File: config.mk
export PLATFORM = sky130hd
export DESIGN_NAME = nibble_packer
export DESIGN_NICKNAME = d
export VERILOG_FILES = /design/src/rtl/nibble_pkg.sv /design/src/rtl/nibble_packer_byte_fifo.sv /design/src/rtl/nibble_packer.sv
export SDC_FILE = /design/constraint.sdc
export NUM_CORES = 1
export LEC_CHECK = 0
export BUFFER_PORTS_ARGS = -buffer_cell sky130_fd_sc_hd__buf_4
export CAP_MARGIN = 10
export CELL_PAD_IN_SITES_DETAIL_PLACEMENT = 0
export CELL_PAD_IN_SITES_GLOBAL_PLACEMENT = 1
export CORE_AREA = 10 10 113 74
export CTS_BUF_LIST = sky130_fd_sc_hd__clkbuf_8 sky130_fd_sc_hd__clkbuf_16
export DETAILED_ROUTE_END_ITERATION = 16
export DIE_AREA = 0 0 123 84
export HOLD_SLACK_MARGIN = 0.08
export PLACE_DENSITY = 0.88
export SLEW_MARGIN = 10
export SYNTH_ARGS = -nofsm -noshare
export SYNTH_HDL_FRONTEND = slang
export SYNTH_SLANG_ARGS = --single-unit
File: constraint.sdc
create_clock -name clk -period 4.9 [get_ports clk]
set_clock_uncertainty 0.15 [all_clocks]
set_input_delay 0.245 -clock clk [delete_from_list [all_inputs] [get_ports clk]]
set_output_delay 0.245 -clock clk [all_outputs]
set_load 0.05 [all_outputs]
File: src/rtl/nibble_pkg.sv
// Shared types and the nibble-pair packing helper for the nibble packer.
package nibble_pkg;

  typedef logic [3:0] nibble_t;
  typedef logic [7:0] byte_t;

  localparam nibble_t PAD_NIBBLE = 4'h0;

  // msn_first=1 puts the first nibble of the pair in bits [7:4]
  function automatic byte_t pack_nibbles(nibble_t first, nibble_t second, logic msn_first);
    return msn_first ? {first, second} : {second, first};
  endfunction

endpackage

File: src/rtl/nibble_packer_byte_fifo.sv
// Circular byte FIFO: storage array, wrapping pointers and occupancy count.
module byte_fifo
  import nibble_pkg::*;
#(
  parameter int unsigned DEPTH = 8
) (
  input  logic                     clk,
  input  logic                     rst_n,
  input  logic                     wr,
  input  logic [7:0]               wr_data,
  input  logic                     pop,
  output logic [7:0]               rd_data,
  output logic [$clog2(DEPTH):0]   count
);

  localparam int unsigned AW = $clog2(DEPTH);
  localparam int unsigned CW = AW + 1;

  byte_t          mem [DEPTH];
  logic [AW-1:0]  wr_ptr;
  logic [AW-1:0]  rd_ptr;

  // Contents survive reset; only the pointers and count are cleared
  always_ff @(posedge clk) begin
    if (wr) mem[wr_ptr] <= wr_data;
  end

  always_ff @(posedge clk) begin
    if (!rst_n) begin
      wr_ptr <= '0;
      rd_ptr <= '0;
      count  <= '0;
    end else begin
      if (wr)  wr_ptr <= wr_ptr + AW'(1);
      if (pop) rd_ptr <= rd_ptr + AW'(1);
      if (wr && !pop)      count <= count + CW'(1);
      else if (!wr && pop) count <= count - CW'(1);
    end
  end

  assign rd_data = mem[rd_ptr];

endmodule

File: src/rtl/nibble_packer.sv
// Packs a nibble stream into bytes and buffers them in a byte FIFO.
// Optional NIBBLE_PACKER_STATS_EN adds bytes_packed / pad_count counters.
module nibble_packer
  import nibble_pkg::*;
#(
  parameter int unsigned DEPTH     = 8,
  parameter bit          MSN_FIRST = 1'b1
) (
  input  logic                   clk,
  input  logic                   rst_n,
  input  logic [3:0]             nib_in,
  input  logic                   nib_valid,
  output logic                   nib_ready,
  input  logic                   flush,
  output logic [7:0]             byte_out,
  output logic                   byte_valid,
  input  logic                   byte_ready,
  output logic [$clog2(DEPTH):0] count,
  output logic                   half
`ifdef NIBBLE_PACKER_STATS_EN
  ,
  output logic [15:0]            bytes_packed,
  output logic [7:0]             pad_count
`endif
);

  localparam int unsigned CW = $clog2(DEPTH) + 1;

  nibble_t held;
  logic    full;
  logic    accept;
  logic    complete;
  logic    flush_go;
  logic    wr;
  byte_t   wr_data;
  logic    pop;

  // Ready ignores byte_ready on purpose: no write-through-pop when full
  assign full      = (count == CW'(DEPTH));
  assign nib_ready = !half || !full;
  assign accept    = nib_valid && nib_ready;
  assign complete  = accept && half;
  assign flush_go  = flush && half && !accept && !full;
  assign wr        = complete || flush_go;
  assign wr_data   = complete ? pack_nibbles(held, nib_in, MSN_FIRST)
                              : pack_nibbles(held, PAD_NIBBLE, MSN_FIRST);
  assign byte_valid = (count != '0);
  assign pop        = byte_valid && byte_ready;

  always_ff @(posedge clk) begin
    if (!rst_n) begin
      held <= '0;
      half <= 1'b0;
    end else if (accept) begin
      if (!half) held <= nib_in;
      half <= !half;
    end else if (flush_go) begin
      half <= 1'b0;
    end
  end

  byte_fifo #(.DEPTH(DEPTH)) u_fifo (
    .clk     (clk),
    .rst_n   (rst_n),
    .wr      (wr),
    .wr_data (wr_data),
    .pop     (pop),
    .rd_data (byte_out),
    .count   (count)
  );

`ifdef NIBBLE_PACKER_STATS_EN
  // Saturating counters of all written bytes and of padded bytes
  always_ff @(posedge clk) begin
    if (!rst_n) begin
      bytes_packed <= '0;
      pad_count    <= '0;
    end else begin
      if (wr && bytes_packed != 16'hFFFF) bytes_packed <= bytes_packed + 16'(1);
      if (flush_go && pad_count != 8'hFF) pad_count <= pad_count + 8'(1);
    end
  end
`endif

endmodule

* Yosys cells after proc, flatten, opt, wreduce, memory -nomap -nowiden
Memories as Yosys holds them, arrays and structs flattened. A register that Yosys moved wholly into a read port is not among the register bits. Cells that the tools add are included.
Operators by class: $add $sub $neg 4, multipliers 0, div/mod/pow operators 0, order comparisons 0, equality and inequality tests 1, shift operators 0, muxes and demuxes 9, bitwise operators 1, reductions and logical operators 19
Operators with widths (count):
- $mux W4 | 3
- $logic_and A1 B1 Y1 | 8
- $add A3 B1 Y3 const B | 2
- $mux W3 | 2
- $logic_not A1 Y1 | 5
- $add A4 B1 Y4 const B | 1
- $eq A4 B4 Y1 const B | 1
- $mux W1 | 4
- $reduce_bool A2 Y1 | 2
- $reduce_bool A4 Y1 | 1
- $sub A4 B1 Y4 const B | 1
- $logic_or A1 B1 Y1 | 2
- $reduce_and A2 Y1 | 1
- $not A1 Y1 | 1
Word-level totals: flip-flop bits (word level) 15, bits in latches 0, memory bits (writable) 64, memory bits (read-only) 0, memories 1
Memories:
- u_fifo.mem | words 8, width 8, read ports 1, clocked after Yosys merged registers in 1, write ports 1, line nibble_packer_byte_fifo.sv:19 | byte_t mem [DEPTH];

* Depth between registers and ports, before layout
Gate-level depths: netlist of run 1.
word-level depth 12, gate-level depth with buffers 10, gate-level depth less buffers 10

* Cells and area by module
Synthesis of run 1 repeated with hierarchy kept, for this count alone.
Unflattened totals: cell total of the unflattened synthesis 190, area, all modules 3365.7 um^2
By module, submodules not included:
- byte_fifo | instances 1, cells an instance 160, area each 3096.7 um^2, sequential area each 2182.1 um^2
- nibble_packer | instances 1, cells an instance 30, area each 269.0 um^2, sequential area each 100.1 um^2

* Least setup slack after synthesis of run 1
Ideal clock, no wire load.
kind flip-flop to flip-flop, start register u_fifo.count[0], end register u_fifo.count[3], setup time 0.072 ns, arrival 2.555 ns, slack 2.124 ns, stages on the path, launching flop included 10, path through dfxtp_1 -> or4_4 -> nand2_2 -> ha_1 -> inv_1 -> ha_1 -> a21oi_1 -> a211oi_1 -> a31oi_1 -> mux2i_1
Between the ends: elaborated cells on any way between the ends 20, classes of those cells 2 x add/sub; 1 x eq/ne; 2 x mux; 15 x reduce/logical
RTL lines:
- start: declaration | line nibble_packer_byte_fifo.sv:13 | output logic [$clog2(DEPTH):0] count
- start signal: assignment | line nibble_packer_byte_fifo.sv:36 | if (wr && !pop) count <= count + CW'(1);
- start signal: assignment | line nibble_packer_byte_fifo.sv:37 | else if (!wr && pop) count <= count - CW'(1);
- $reduce_bool A4 Y1 * | line nibble_packer.sv:47 | assign byte_valid = (count != '0);
- net byte_valid | line nibble_packer.sv:16 | output logic byte_valid,
- $logic_and A1 B1 Y1 * | line nibble_packer.sv:48 | assign pop = byte_valid && byte_ready;
- $logic_not A1 Y1 | line nibble_packer_byte_fifo.sv:36
- $logic_and A1 B1 Y1 | line nibble_packer_byte_fifo.sv:36
- $mux W4 or $reduce_bool A2 Y1 (tied branches)
The timed path passes the listed nets; every way through them passes the cells marked *. The select of a mux whose other input is x is not followed. A chain may end at the register's enable or synchronous reset.

==> results.md, run 1 <==
* Width of the chip at between 100 and 150 microns
* Crit path max fanout at 16
* Synth area leader: sky130_fd_sc_hd__edfxtp_1
* Crit path cell chain: mux4_1 -> mux2_2 -> buf_4
* Pins over their slew limit at 0
* TritonCTS clock tree: built
* Half-perimeter wire length after detailed placement at 3860 microns
* Antenna Diode Count at 0
* Nature of the critical path startpoint: flip-flop
* Leakage at 1.41 nW
* Net switching power at 0.634 mW
* Total iterations of the first detailed-routing run at 4
* Remaining DRCs at 0
* Clock buffers created by TritonCTS at 9
* DIE AREA at 0.0103 sq mm
* Maximum clock insertion buffer count at 2
* Worst-case vdd ir drop at 0.269 mV
* Met1 layer usage reported by global route at 16.0%
* Fraction of final layout cells sized beyond drive strength 1 at 22.2%
* Net switching share of the total power at between 30% and 40%
* Later-pin clock latency in the skew report at 360 ps
* Clock transition at the register clock pins on the worst setup and hold paths after CTS at 80 ps
* Global-route congestion overflow total at 0
* Std-Cell Rows at 23
* Minimum hold slack at 221 ps
* Transition time of the tightest slew-check pin at 1040 ps
* Delay of the slowest critical-path stage at approximately 900 ps
* Number of failing setup endpoints in the final timing report at 0
* Number of placed instances with taps included at roughly 300
* Final weighted congestion of routability-driven global placement at 0.746
* Sequential-to-total area share from yosys stat at between 60% and 70%
* Cell depth of the worst flop-to-flop path at 10
* WL per Instance at about 18 microns
* Top cell type's share of synthesized area at 56.6%
* Worst Hold Depth at 5
* Total Power at 1.90 mW
* Power share of the clock group at roughly 22%
* H-tree lvl count at 3
* Fin cells at about 330
* Sequential share of power at 45.9%
* Die Ht at 84 microns
* Met3 Resource Use GR at under 10%
* Critical path's top delay family: multiplexers
* Status: complete, no violations
* Total routed wirelength at roughly 5800 microns
* Internal power of the cells at around 1.3 mW
* Relative contribution of combinational cells to total power at 31.9%
* Hold violation count in the final report at 0
* Data arrival at the endpoint of the critical path at around 2400 ps
* Initial antenna violation count at 0
* Number of nets at the end of the flow at approximately 250
* Number of max-capacitance violations reported at 0
* Relative slew slack at 30.1%
* Reg2Reg Setup Slack at 2200 ps
* Mapped Area at 0.00340 sq mm
* Hold Path Class: primary input to flip-flop
* Number of different library cells in the post-synthesis netlist at 34
* Worst setup EP type: primary output
* Post-DR vias/cell at about 5.2
* Fin Setup TNS at 0 ps
* Final cell utilization of the core at approximately three fifths
* Post-Syn Area per Cell at 17.2 sq um
* Number of I/O port buffers at 23
* Post-CTS Setup Bufs at 0
* CP Buf/Inv Count at 1
* Timing-limited maximum frequency at 358 MHz
* Drt first-iter violations at about 140
* Starting Density at 52.9%
* Core Box Area at 0.00642 sq mm
* Power Density at 489 mW/mm^2
* Post-route minimum period at 2800 ps
* Gr busiest metal: met2
* Net count after synthesis at 213
* R2r startpoint: u_fifo.count[0]$_SDFFE_PN0P_
* Leading post-synthesis cells by cell area: sky130_fd_sc_hd__edfxtp_1, sky130_fd_sc_hd__mux4_1, sky130_fd_sc_hd__dfxtp_1
* Count of yosys warnings during synthesis at 0
* Unrepaired setup endpoints after global routing: false
* Number of synthesized register bits at 82
* Share of the clock period used by the worst path after layout at between 50% and 60%
* Post-detailed-route count of antenna-violating nets at 0
* Startpoint of the lowest-slack hold path: flush
* Met2 track demand over resource in global routing at 17.4%
* I/O pin total at 24
* Total global routing track utilization at 12.0%
* Instance count of the mapped netlist at 198
* First-pass GRT wire length at 9280 microns
* Cell with the biggest individual delay on the critical path: sky130_fd_sc_hd__dfxtp_1
* Total number of vias at ~1,700
* Via count of the first global-routing pass at 1,743
* Area growth, synth to finish at 14.8%
* Clk root buf: sky130_fd_sc_hd__clkbuf_8
* Count of cell instances traversed by the critical path at 3
* Worst Path Class, Setup: flip-flop to primary output
* Clock net sink count at 82
* Worst endpoint required time at about 4500 ps
* Maximum number of pins on one net before global-route repair at 19
## flip-flops by register name (all words and copies together) (netlist names), named ones only
register / flops
half: 1
u_fifo.rd_ptr: 3
u_fifo.mem: 64
held: 4
u_fifo.count: 4
u_fifo.wr_ptr: 3
## final cells by class
| cell class | count | area, sq um |
|---|---|---|
| fillers | 458 | 2520 |
| well taps | 87 | 109 |
| flip-flops and latches | 82 | 2280 |
| multi-input cells | 100 | 1030 |
| inverters | 7 | 26.3 |
| repair buffers | 34 | 278 |
| clock inverters | 5 | 22.5 |
| clock buffers | 11 | 151 |
## path summary, 6_finish.rpt
check | end
worst max-delay path | byte_out[6]
worst min register to register | flip-flop
worst min-delay path | half$_SDFFE_PN0P_
worst max register to register | u_fifo.count[3]$_SDFFE_PN0P_
## per-layer routing
| layer | up-vias | wire [microns] |
|---|---|---|
| met2 | 47 | 2640 |
| met4 | 0 | 35 |
| met5 | - | 0 |
| met1 | 818 | 2620 |
| met3 | 4 | 506 |
| li1 | 834 | - |
## logic make-up after synthesis
logic type	count (synthesis)	synth area share (%)
DFF	82	67.2
and+or+nand+nor	51	8.29
muxes	30	16.8
buffers and inverters	16	2.51
AOI/OAI and AO/OA	7	1.22
xor gates and xnor gates	6	1.55
adders and majority gates	6	2.43
## power by group through the flow
| stage | clock network [mW] | logic [mW] | registers (mW) |
|---|---|---|---|
| floorplan | 0 | 0.479 | 0.888 |
| finish | 0.421 | 0.608 | 0.875 |
| detailed placement | 0 | 0.606 | 0.892 |
| global route | 0.459 | 0.656 | 0.886 |
| global placement | 0 | 0.603 | 0.890 |
| CTS | 0.433 | 0.614 | 0.876 |
## repair_timing
| action | 4_1_cts | 5_1_grt |
|---|---|---|
| hold buffers | 9 | 0 |
| endpoints found under the setup margin | 0 | 0 |
| resized for setup | 0 | 0 |
| endpoints found under the hold margin | 8 | 0 |
## synthesized netlist by cell type
cell                       count
sky130_fd_sc_hd__a31oi_1       1
sky130_fd_sc_hd__fa_1          1
sky130_fd_sc_hd__nor2_1       12
sky130_fd_sc_hd__xnor2_1       6
sky130_fd_sc_hd__nand2b_1      2
sky130_fd_sc_hd__or3b_2        1
sky130_fd_sc_hd__nand3_2       1
sky130_fd_sc_hd__nand4_1       1
sky130_fd_sc_hd__or4b_4        1
sky130_fd_sc_hd__o21ai_0       3
sky130_fd_sc_hd__nand2_2       1
sky130_fd_sc_hd__or4_4         1
sky130_fd_sc_hd__edfxtp_1     64
sky130_fd_sc_hd__nand3_1       6
sky130_fd_sc_hd__nand3b_1      1
sky130_fd_sc_hd__and2_1        8
sky130_fd_sc_hd__mux2i_1       6
sky130_fd_sc_hd__a21boi_0      1
sky130_fd_sc_hd__buf_1         1
sky130_fd_sc_hd__nor2b_1       6
sky130_fd_sc_hd__inv_1         7
sky130_fd_sc_hd__mux2_2        8
sky130_fd_sc_hd__dfxtp_1      18
sky130_fd_sc_hd__clkbuf_1      5
sky130_fd_sc_hd__buf_12        1
sky130_fd_sc_hd__buf_2         1
sky130_fd_sc_hd__nand2_1       7
sky130_fd_sc_hd__mux4_1       16
sky130_fd_sc_hd__a211oi_1      1
sky130_fd_sc_hd__a21oi_1       1
sky130_fd_sc_hd__nor3_1        2
sky130_fd_sc_hd__buf_6         1
sky130_fd_sc_hd__ha_1          5
sky130_fd_sc_hd__or2_2         1
## through the flow
stage	instance area, sq um	worst slack, ps
finish	3900	2100
global route	3900	1980
CTS	3900	2060
detailed placement	3630	2240
global placement	3630	2290
floorplan	3400	2120
## worst min-delay path, stage by stage
cell	delay, ps
sky130_fd_sc_hd__buf_4	70
sky130_fd_sc_hd__or2_2	110
sky130_fd_sc_hd__nand3_2	120
sky130_fd_sc_hd__inv_1	100
sky130_fd_sc_hd__nor2_1	50
## cells in the final DEF (no fill, tap or decap), types with 2 or more instances in the layout
cell type,n
sky130_fd_sc_hd__inv_1,9
sky130_fd_sc_hd__ha_1,5
sky130_fd_sc_hd__mux4_1,16
sky130_fd_sc_hd__nor2b_1,6
sky130_fd_sc_hd__mux2_2,8
sky130_fd_sc_hd__clkinv_2,3
sky130_fd_sc_hd__nor3_1,2
sky130_fd_sc_hd__buf_4,25
sky130_fd_sc_hd__nand3_1,6
sky130_fd_sc_hd__nor2_1,12
sky130_fd_sc_hd__clkbuf_8,11
sky130_fd_sc_hd__dfxtp_1,18
sky130_fd_sc_hd__dlygate4sd3_1,9
sky130_fd_sc_hd__mux2i_1,6
sky130_fd_sc_hd__nand2_1,7
sky130_fd_sc_hd__and2_1,8
sky130_fd_sc_hd__edfxtp_1,64
sky130_fd_sc_hd__xnor2_1,6
sky130_fd_sc_hd__nand2b_1,2
sky130_fd_sc_hd__o21ai_0,3
(Power assumes the default switching activity.)
==> run 2, diff against run 1 <==
--- a/config.mk
+++ b/config.mk
@@ -5,16 +5,17 @@
 export SDC_FILE = /design/constraint.sdc
 export NUM_CORES = 1
 export LEC_CHECK = 0
+export ABC_AREA = 1
 export BUFFER_PORTS_ARGS = -buffer_cell sky130_fd_sc_hd__buf_4
 export CAP_MARGIN = 10
 export CELL_PAD_IN_SITES_DETAIL_PLACEMENT = 0
 export CELL_PAD_IN_SITES_GLOBAL_PLACEMENT = 1
-export CORE_AREA = 10 10 113 74
+export CORE_AREA = 10 10 127 83
 export CTS_BUF_LIST = sky130_fd_sc_hd__clkbuf_8 sky130_fd_sc_hd__clkbuf_16
 export DETAILED_ROUTE_END_ITERATION = 16
-export DIE_AREA = 0 0 123 84
+export DIE_AREA = 0 0 137 93
 export HOLD_SLACK_MARGIN = 0.08
-export PLACE_DENSITY = 0.88
+export PLACE_DENSITY = 0.79
 export SLEW_MARGIN = 10
 export SYNTH_ARGS = -nofsm -noshare
 export SYNTH_HDL_FRONTEND = slang
==> constraint.sdc (replaced) <==
create_clock -name clk -period 2.5 [get_ports clk]
set_clock_uncertainty 0.15 [all_clocks]
set_input_delay 0.125 -clock clk [delete_from_list [all_inputs] [get_ports clk]]
set_output_delay 0.125 -clock clk [all_outputs]
set_load 0.05 [all_outputs]
==> run 2 against run 1 <==
Final cell count grew 51%. Area after synthesis grew 1.4%. Combinational power grew to 2.7 times the previous value.
==> results.md, run 2 <==
* Worst-case setup margin in the final layout at 225 ps
* Total global routing track utilization at 12.5%
* Clk root buf: sky130_fd_sc_hd__clkbuf_16
* Starting Density at about two fifths
* Maximum clock insertion buffer count at 2
* Number of nets at the end of the flow at around 400
* Final weighted congestion of routability-driven global placement at 0.783
* Adder-cell share of the synthesized area at between 2 and 2.5%
* Maximum number of pins on one net before global-route repair at 18
* Sequential-to-total area share from yosys stat at 66.3%
* Post-CTS Setup Bufs at 0
* Area growth, synth to finish at 22.5%
* Std-Cell Rows at 26
* Most common cell in the synthesized netlist: sky130_fd_sc_hd__nor2_1
* Count of yosys warnings during synthesis at 0
* WL per Instance at around 15 microns
* Critical path's top delay family: buffers and inverters
* Pins over their slew limit at 0
* Startpoint of the lowest-slack hold path: u_fifo.rd_ptr[2]$_SDFFE_PN0P_
* Cell with the biggest individual delay on the critical path: sky130_fd_sc_hd__dlygate4sd3_1
* Worst setup EP type: flip-flop
* Most common library cell in the layout ignoring fill and taps: sky130_fd_sc_hd__nor2_1
* Remaining DRCs at 0
* Total Power at 4.51 mW
* Half-perimeter wire length after detailed placement at around 4900 microns
* Crit path cell chain: nor2_4 -> nand3_4 -> o211ai_4 -> dlygate4sd3_1 -> nor2_1 -> nor2_1 -> dlygate4sd3_1
* Fin Setup TNS at 0 ps
* Delay of the slowest critical-path stage at 640 ps
* Top cell type's share of synthesized area at 55.8%
* Data arrival at the endpoint of the critical path at 2400 ps
* R2r startpoint: u_fifo.count[0]$_SDFFE_PN0P_
* Nature of the critical path startpoint: flip-flop
* Worst endpoint required time at 2630 ps
* Initial antenna violation count at 0
* Post-DR vias/cell at 4.66
* Power Density at 1070 mW/mm^2
* Post-synthesis xor/xnor area fraction at 1.02%
* Largest reg by FF count: u_fifo.mem
* Clock transition at the register clock pins on the worst setup and hold paths after CTS at 60 ps
* Mux share of post-synthesis cell area at 0%
* Final Cell Area at 0.00422 sq mm
* Core Box Area at roughly 0.0083 sq mm
* Leading registers by flop count: u_fifo.mem (64), held (4), u_fifo.count (4)
* Relative slew slack at 61.9%
* DIE AREA at 0.0127 sq mm
* Total iterations of the first detailed-routing run at 4
* Total number of vias at 2,296
* Post-synth EDFFs at 64
* Fraction of the mapped netlist area in compound gates at 10.5%
* Number of I/O port buffers at 23
* TritonCTS clock tree: built
* Hold Path Class: flip-flop to flip-flop
* Placement-stage cell area at between 0.003 and 0.004 sq mm
* Status: complete, no violations
* Net count after synthesis at 339
* Combinational family with the most area after synthesis: simple AND/OR/NAND/NOR gates
* Synthesized-area fraction occupied by and/or/nand/nor cells at 16.1%
* Via count of the first global-routing pass at 2,334
* Global-route congestion overflow total at 0
* Die Ht at 93 microns
* Synth area leader: sky130_fd_sc_hd__edfxtp_1
* H-tree lvl count at 3
* CP Buf/Inv Count at 2
* Number of synthesized register bits at between 80 and 90
* Number of different library cells in the post-synthesis netlist at 28
* Commonest cells after routing, fill and taps aside: sky130_fd_sc_hd__nor2_1, sky130_fd_sc_hd__edfxtp_1, sky130_fd_sc_hd__o21ai_0
* Width of the chip at 137 microns
* Total routed wirelength at 7340 microns
* Share of the clock period used by the worst path after layout at 91.0%
* Worst-case vdd ir drop at 0.522 mV
* Leading post-synthesis cells by cell area: sky130_fd_sc_hd__edfxtp_1, sky130_fd_sc_hd__dfxtp_1, sky130_fd_sc_hd__nor2_1
* Crit path max fanout at 7
* Number of failing setup endpoints in the final timing report at 0
* Later-pin clock latency in the skew report at 330 ps
* Timing-limited maximum frequency at between 400 and 500 MHz
* Clock net sink count at 82
* Leakage at 1.69 nW
* First-pass GRT wire length at ~12,000 microns
* I/O pin total at 24
* Unrepaired setup endpoints after global routing: false
* Instance count of the mapped netlist at 324
* Post-placement setup slack at 254 ps
* Final cell utilization of the core at 51.0%
* Mapped Area at between 0.003 and 0.004 sq mm
* Critical Path Start: u_fifo.count[0]$_SDFFE_PN0P_
* Post-Syn Area per Cell at about 11 sq um
* Number of max-capacitance violations reported at 0
* Most used flip-flop cell after synthesis: sky130_fd_sc_hd__edfxtp_1
* Antenna Diode Count at 0
* Clock buffers created by TritonCTS at 9
* Drt first-iter violations at 170
* Fraction of final layout cells sized beyond drive strength 1 at 17.3%
* Hold violation count in the final report at 0
* Post-detailed-route count of antenna-violating nets at 0
* Synth cell count leaders: sky130_fd_sc_hd__nor2_1, sky130_fd_sc_hd__edfxtp_1, sky130_fd_sc_hd__o21ai_0, sky130_fd_sc_hd__nand2_1, sky130_fd_sc_hd__dfxtp_1
* Fraction of registers with async set or reset after synthesis at 0%
* Worst Path Class, Setup: flip-flop to flip-flop
* Number of flip-flops under the largest register name at 64
* Post-route minimum period at 2270 ps
* Transition time of the tightest slew-check pin at 569 ps
run 2: changes by cell type in the layout (fill, tap and decap cells not counted), sizes merged, moves of 8 or more:
cell / delta
a21oi: +10
and2: -8
buf: +13
inv: +13
mux2: -8
mux4: -16
nand2: +42
nor2: +63
o21ai: +54
run 2: area by class of cell:
class                   instances  area (sq um)
clock buffers                   9           225
clock inverters                 7          28.8
fillers                       745          4050
inverters                      20          75.1
multi-input cells             211          1030
flip-flops and latches         82          2290
well taps                     112           140
repair buffers                 52           425
run 2: repair_timing:
| action | 4_1_cts | 5_1_grt |
|---|---|---|
| endpoints found under the hold margin | 17 | 0 |
| hold buffers | 14 | 0 |
| resized for setup | 0 | 1 |
| setup endpoints to repair | 0 | 1 |
run 2: per-stage QoR:
step | std cells | hold WS [ps]
finish | 493 | 326
global route | 493 | 352
CTS | 493 | 322
detailed placement | 463 | 238
global placement | 463 | 237
floorplan | 324 | 113
run 2: kinds of logic after synthesis:
group                    Yosys count
flip-flops                        82
buffers and inverters             31
adder cells (fa/ha/maj)            6
AND/OR/NAND/NOR                  132
AO/OA/AOI/OAI                     69
XOR/XNOR                           4
run 2: worst paths after layout:
kind	depth (start not counted)	slack [ps]	end
worst max-delay path	7	230	u_fifo.wr_ptr[1]$_SDFFE_PN0P_
worst min-delay path	2	330	flip-flop
worst max register to register	7	230	u_fifo.wr_ptr[1]$_SDFFE_PN0P_
worst min register to register	2	330	flip-flop
run 2: worst min-delay path: cells and delay by family (launching register included):
family                 cells  cell delay, ps
DFF                        1             320
AOI/OAI and AO/OA          1              60
buffers and inverters      1              50
run 2: report_power, final:
group	switching, mW	total [mW]	internal (mW)
clock network	0.469	1.12	0.650
logic	1.12	1.67	0.549
registers	0.142	1.73	1.58
total	1.73	4.51	2.78
run 2: per-layer routing:
layer  up-vias  global-route usage [%]  wire, microns
li1       1203                       -              -
met3         4                    4.54            405
met4         0                    3.93             21
met5         -                       0              0
met2        44                    18.2           3180
met1      1045                    17.1           3730
==> run 3, diff against run 2 <==
--- a/config.mk
+++ b/config.mk
@@ -5,15 +5,14 @@
 export SDC_FILE = /design/constraint.sdc
 export NUM_CORES = 1
 export LEC_CHECK = 0
-export ABC_AREA = 1
 export BUFFER_PORTS_ARGS = -buffer_cell sky130_fd_sc_hd__buf_4
 export CAP_MARGIN = 10
 export CELL_PAD_IN_SITES_DETAIL_PLACEMENT = 0
 export CELL_PAD_IN_SITES_GLOBAL_PLACEMENT = 1
-export CORE_AREA = 10 10 127 83
+export CORE_AREA = 10 10 122 80
 export CTS_BUF_LIST = sky130_fd_sc_hd__clkbuf_8 sky130_fd_sc_hd__clkbuf_16
 export DETAILED_ROUTE_END_ITERATION = 16
-export DIE_AREA = 0 0 137 93
+export DIE_AREA = 0 0 132 90
 export HOLD_SLACK_MARGIN = 0.08
 export PLACE_DENSITY = 0.79
 export SLEW_MARGIN = 10
==> run 3 against run 2 <==
Cell area shrank 0.12%. Final cell count fell by 27%. Maximum frequency fell by 3.4%. Global-route usage fell by 1.4 points. Register-to-register slack worse by 80 ps. Worst setup slack got worse by 81 ps. Non-clock buffer count is 4 lower. Largest power group unchanged. Sequential power down 5%. Critical path depth rose by 3. Combinational power decreased by 17%. Via count down 21%.
==> results.md, run 3 (synthesis gave the netlist of run 1 again) <==
* Status: complete, no violations
* Post-detailed-route count of antenna-violating nets at 0
* Largest reg by FF count: u_fifo.mem
* Clock net sink count at 82
* Maximum clock insertion buffer count at 2
* Clock transition at the register clock pins on the worst setup and hold paths after CTS at about 60 ps
* Crit path max fanout at 6
* Post-CTS Setup Bufs at 0
* Global-route congestion overflow total at 0
* Total iterations of the first detailed-routing run at 4
* Total routed wirelength at between 6000 and 7000 microns
* Total number of vias at roughly 1,800
* Leading registers by flop count: u_fifo.mem (64), held (4), u_fifo.count (4)
* Post-DR vias/cell at 5.05
* Fin Setup TNS at 0 ps
* Final Cell Area at 0.00421 sq mm
* Hold violation count in the final report at 0
* Unrepaired setup endpoints after global routing: false
* Timing-limited maximum frequency at 425 MHz
* Reg2Reg Setup Slack at 140 ps
* Area growth, synth to finish at 24.0%
* Worst hold endpoint: u_fifo.wr_ptr[1]$_SDFFE_PN0P_
* Total Power at between 4 and 5 mW
* Drt first-iter violations at 106
* Total global routing track utilization at 11.1%
* I/O pin total at 24
* R2r startpoint: u_fifo.count[1]$_SDFFE_PN0P_
* TritonCTS clock tree: built
* Placement-stage cell area at roughly 0.0038 sq mm
* Antenna Diode Count at 0
* Internal power of the cells at 2.95 mW
* Nature of the critical path startpoint: flip-flop
* Most Frequent Cell on Critical Path: sky130_fd_sc_hd__ha_4
* Core Box Area at 0.00760 sq mm
* End of the worst register-to-register path: u_fifo.count[3]$_SDFFE_PN0P_
* Relative slew slack at 41.7%
* Worst endpoint required time at 2610 ps
* Starting Density at 44.7%
* Via count of the first global-routing pass at 1,788
* Leakage at around 1.5 nW
* Worst-case setup margin in the final layout at 144 ps
* Worst-case vdd ir drop at 0.518 mV
* Number of nets at the end of the flow at 263
* Startpoint of the lowest-slack hold path: flush
* DIE AREA at 0.0119 sq mm
* Share of the clock period used by the worst path after layout at between 90% and 100%
* Worst Path Class, Setup: flip-flop to flip-flop
* Post-placement setup slack at 17.9 ps
* Clk root buf: sky130_fd_sc_hd__clkbuf_16
* Number of flip-flops under the largest register name at 64
* H-tree lvl count at 3
* Cell with the biggest individual delay on the critical path: sky130_fd_sc_hd__or4b_4
* Delay of the slowest critical-path stage at approximately 530 ps
* Hold Path Class: primary input to flip-flop
* Sequential share of power at 38.2%
* Post-route minimum period at 2360 ps
* Later-pin clock latency in the skew report at 340 ps
* Pins over their slew limit at 0
* Cell depth of the worst flop-to-flop path at 10
* Worst Hold Depth at 5
* Initial antenna violation count at 0
* Most common library cell in the layout ignoring fill and taps: sky130_fd_sc_hd__edfxtp_1
* Worst setup EP type: flip-flop
* Crit path cell chain: or4b_4 -> nand3_2 -> inv_1 -> ha_4 -> inv_4 -> ha_4 -> a21oi_2 -> a211oi_1 -> a31oi_1 -> mux2i_1
* Transition time of the tightest slew-check pin at slightly below 900 ps
* Maximum number of pins on one net before global-route repair at 19
* Half-perimeter wire length after detailed placement at ~4200 microns
* Clock buffers created by TritonCTS at 9
* Width of the chip at between 100 and 150 microns
* Number of failing setup endpoints in the final timing report at 0
* Remaining DRCs at 0
* Data arrival at the endpoint of the critical path at 2470 ps
* Power Density at around 1000 mW/mm^2
* Fraction of final layout cells sized beyond drive strength 1 at between 20% and 30%
* Relative contribution of combinational cells to total power at 32.4%
* Net switching power at 1.36 mW
* WL per Instance at 17.5 microns
* Final weighted congestion of routability-driven global placement at 0.782
* Fin cells at 361
* Net switching share of the total power at a little under a third
* Commonest cells after routing, fill and taps aside: sky130_fd_sc_hd__edfxtp_1, sky130_fd_sc_hd__buf_4, sky130_fd_sc_hd__mux4_1
* Power share of the clock group at a little under 30%
* Number of I/O port buffers at 23
* Std-Cell Rows at 25
* Number of placed instances with taps included at about 330
* Die Ht at around 90 microns
* First-pass GRT wire length at 9960 microns
* Number of max-capacitance violations reported at 0
-- run 3: cell types whose count changed in the layout (fill, tap and decap cells not counted), sizes merged, moves of 10 or more --
cell,previous run,this run
nor2,75,12
o21ai,57,3
nand2,50,8
mux4,0,16
inv,22,7
a21oi,11,1
-- run 3: per-layer routing --
metal  GRT usage (%)  part of all wire (%)  vias up
met5               0                     0        -
met4            4.80                   1.5        0
met3            5.00                   7.0       11
met2            15.1                    43       50
met1            14.8                    48      894
li1                -                     -      868
-- run 3: stage by stage --
stage	util [%]	hold WS, ps
after global placement	49.5	248
after detailed placement	49.5	264
after floorplan	-	102
final	55.4	233
after global routing	55.4	253
after CTS	55.2	229
-- run 3: worst max-delay path by stage --
stage,from,endpoint,cells past startpoint
floorplan,u_fifo.count[0]$_SDFFE_PN0P_,u_fifo.count[3]$_SDFFE_PN0P_,10
global placement,u_fifo.count[1]$_SDFFE_PN0P_,u_fifo.count[3]$_SDFFE_PN0P_,10
detailed placement,u_fifo.count[1]$_SDFFE_PN0P_,u_fifo.count[3]$_SDFFE_PN0P_,10
CTS,u_fifo.count[1]$_SDFFE_PN0P_,u_fifo.count[3]$_SDFFE_PN0P_,10
global route,u_fifo.count[1]$_SDFFE_PN0P_,u_fifo.count[3]$_SDFFE_PN0P_,10
finish,u_fifo.count[1]$_SDFFE_PN0P_,u_fifo.count[3]$_SDFFE_PN0P_,10
-- run 3: timing repair --
action                     CTS  global route
setup endpoints to repair    0             1
gates resized for setup      0             4
hold buffers                14             0
hold endpoints to repair    18             0
-- run 3: critical path, delay by kind of cell, from the launching register on --
family / cells / cell delay, ps
AO/OA/AOI/OAI: 3 / 430
adder cells (fa/ha/maj): 2 / 380
buffers and inverters: 2 / 140
flip-flops: 1 / 370
multiplexers: 1 / 190
AND/OR/NAND/NOR: 2 / 630
-- run 3: area by class of cell --
type                            count  area [sq um]
Clock buffer                        9           225
Clock inverter                      7          70.1
Fill cell                         634          3390
Inverter                            7          28.8
Multi-Input combinational cell    100          1060
Sequential cell                    82          2290
Tap cell                          108           135
Timing Repair Buffer               48           395
-- run 3: power by group through the flow --
| stage | logic [mW] | clock network [mW] | registers (mW) |
|---|---|---|---|
| after global placement | 1.36 | 0 | 1.67 |
| after detailed placement | 1.36 | 0 | 1.67 |
| final | 1.39 | 1.27 | 1.64 |
| after CTS | 1.39 | 1.30 | 1.65 |
| after floorplan | 0.962 | 0 | 1.76 |
| after global routing | 1.50 | 1.37 | 1.66 |
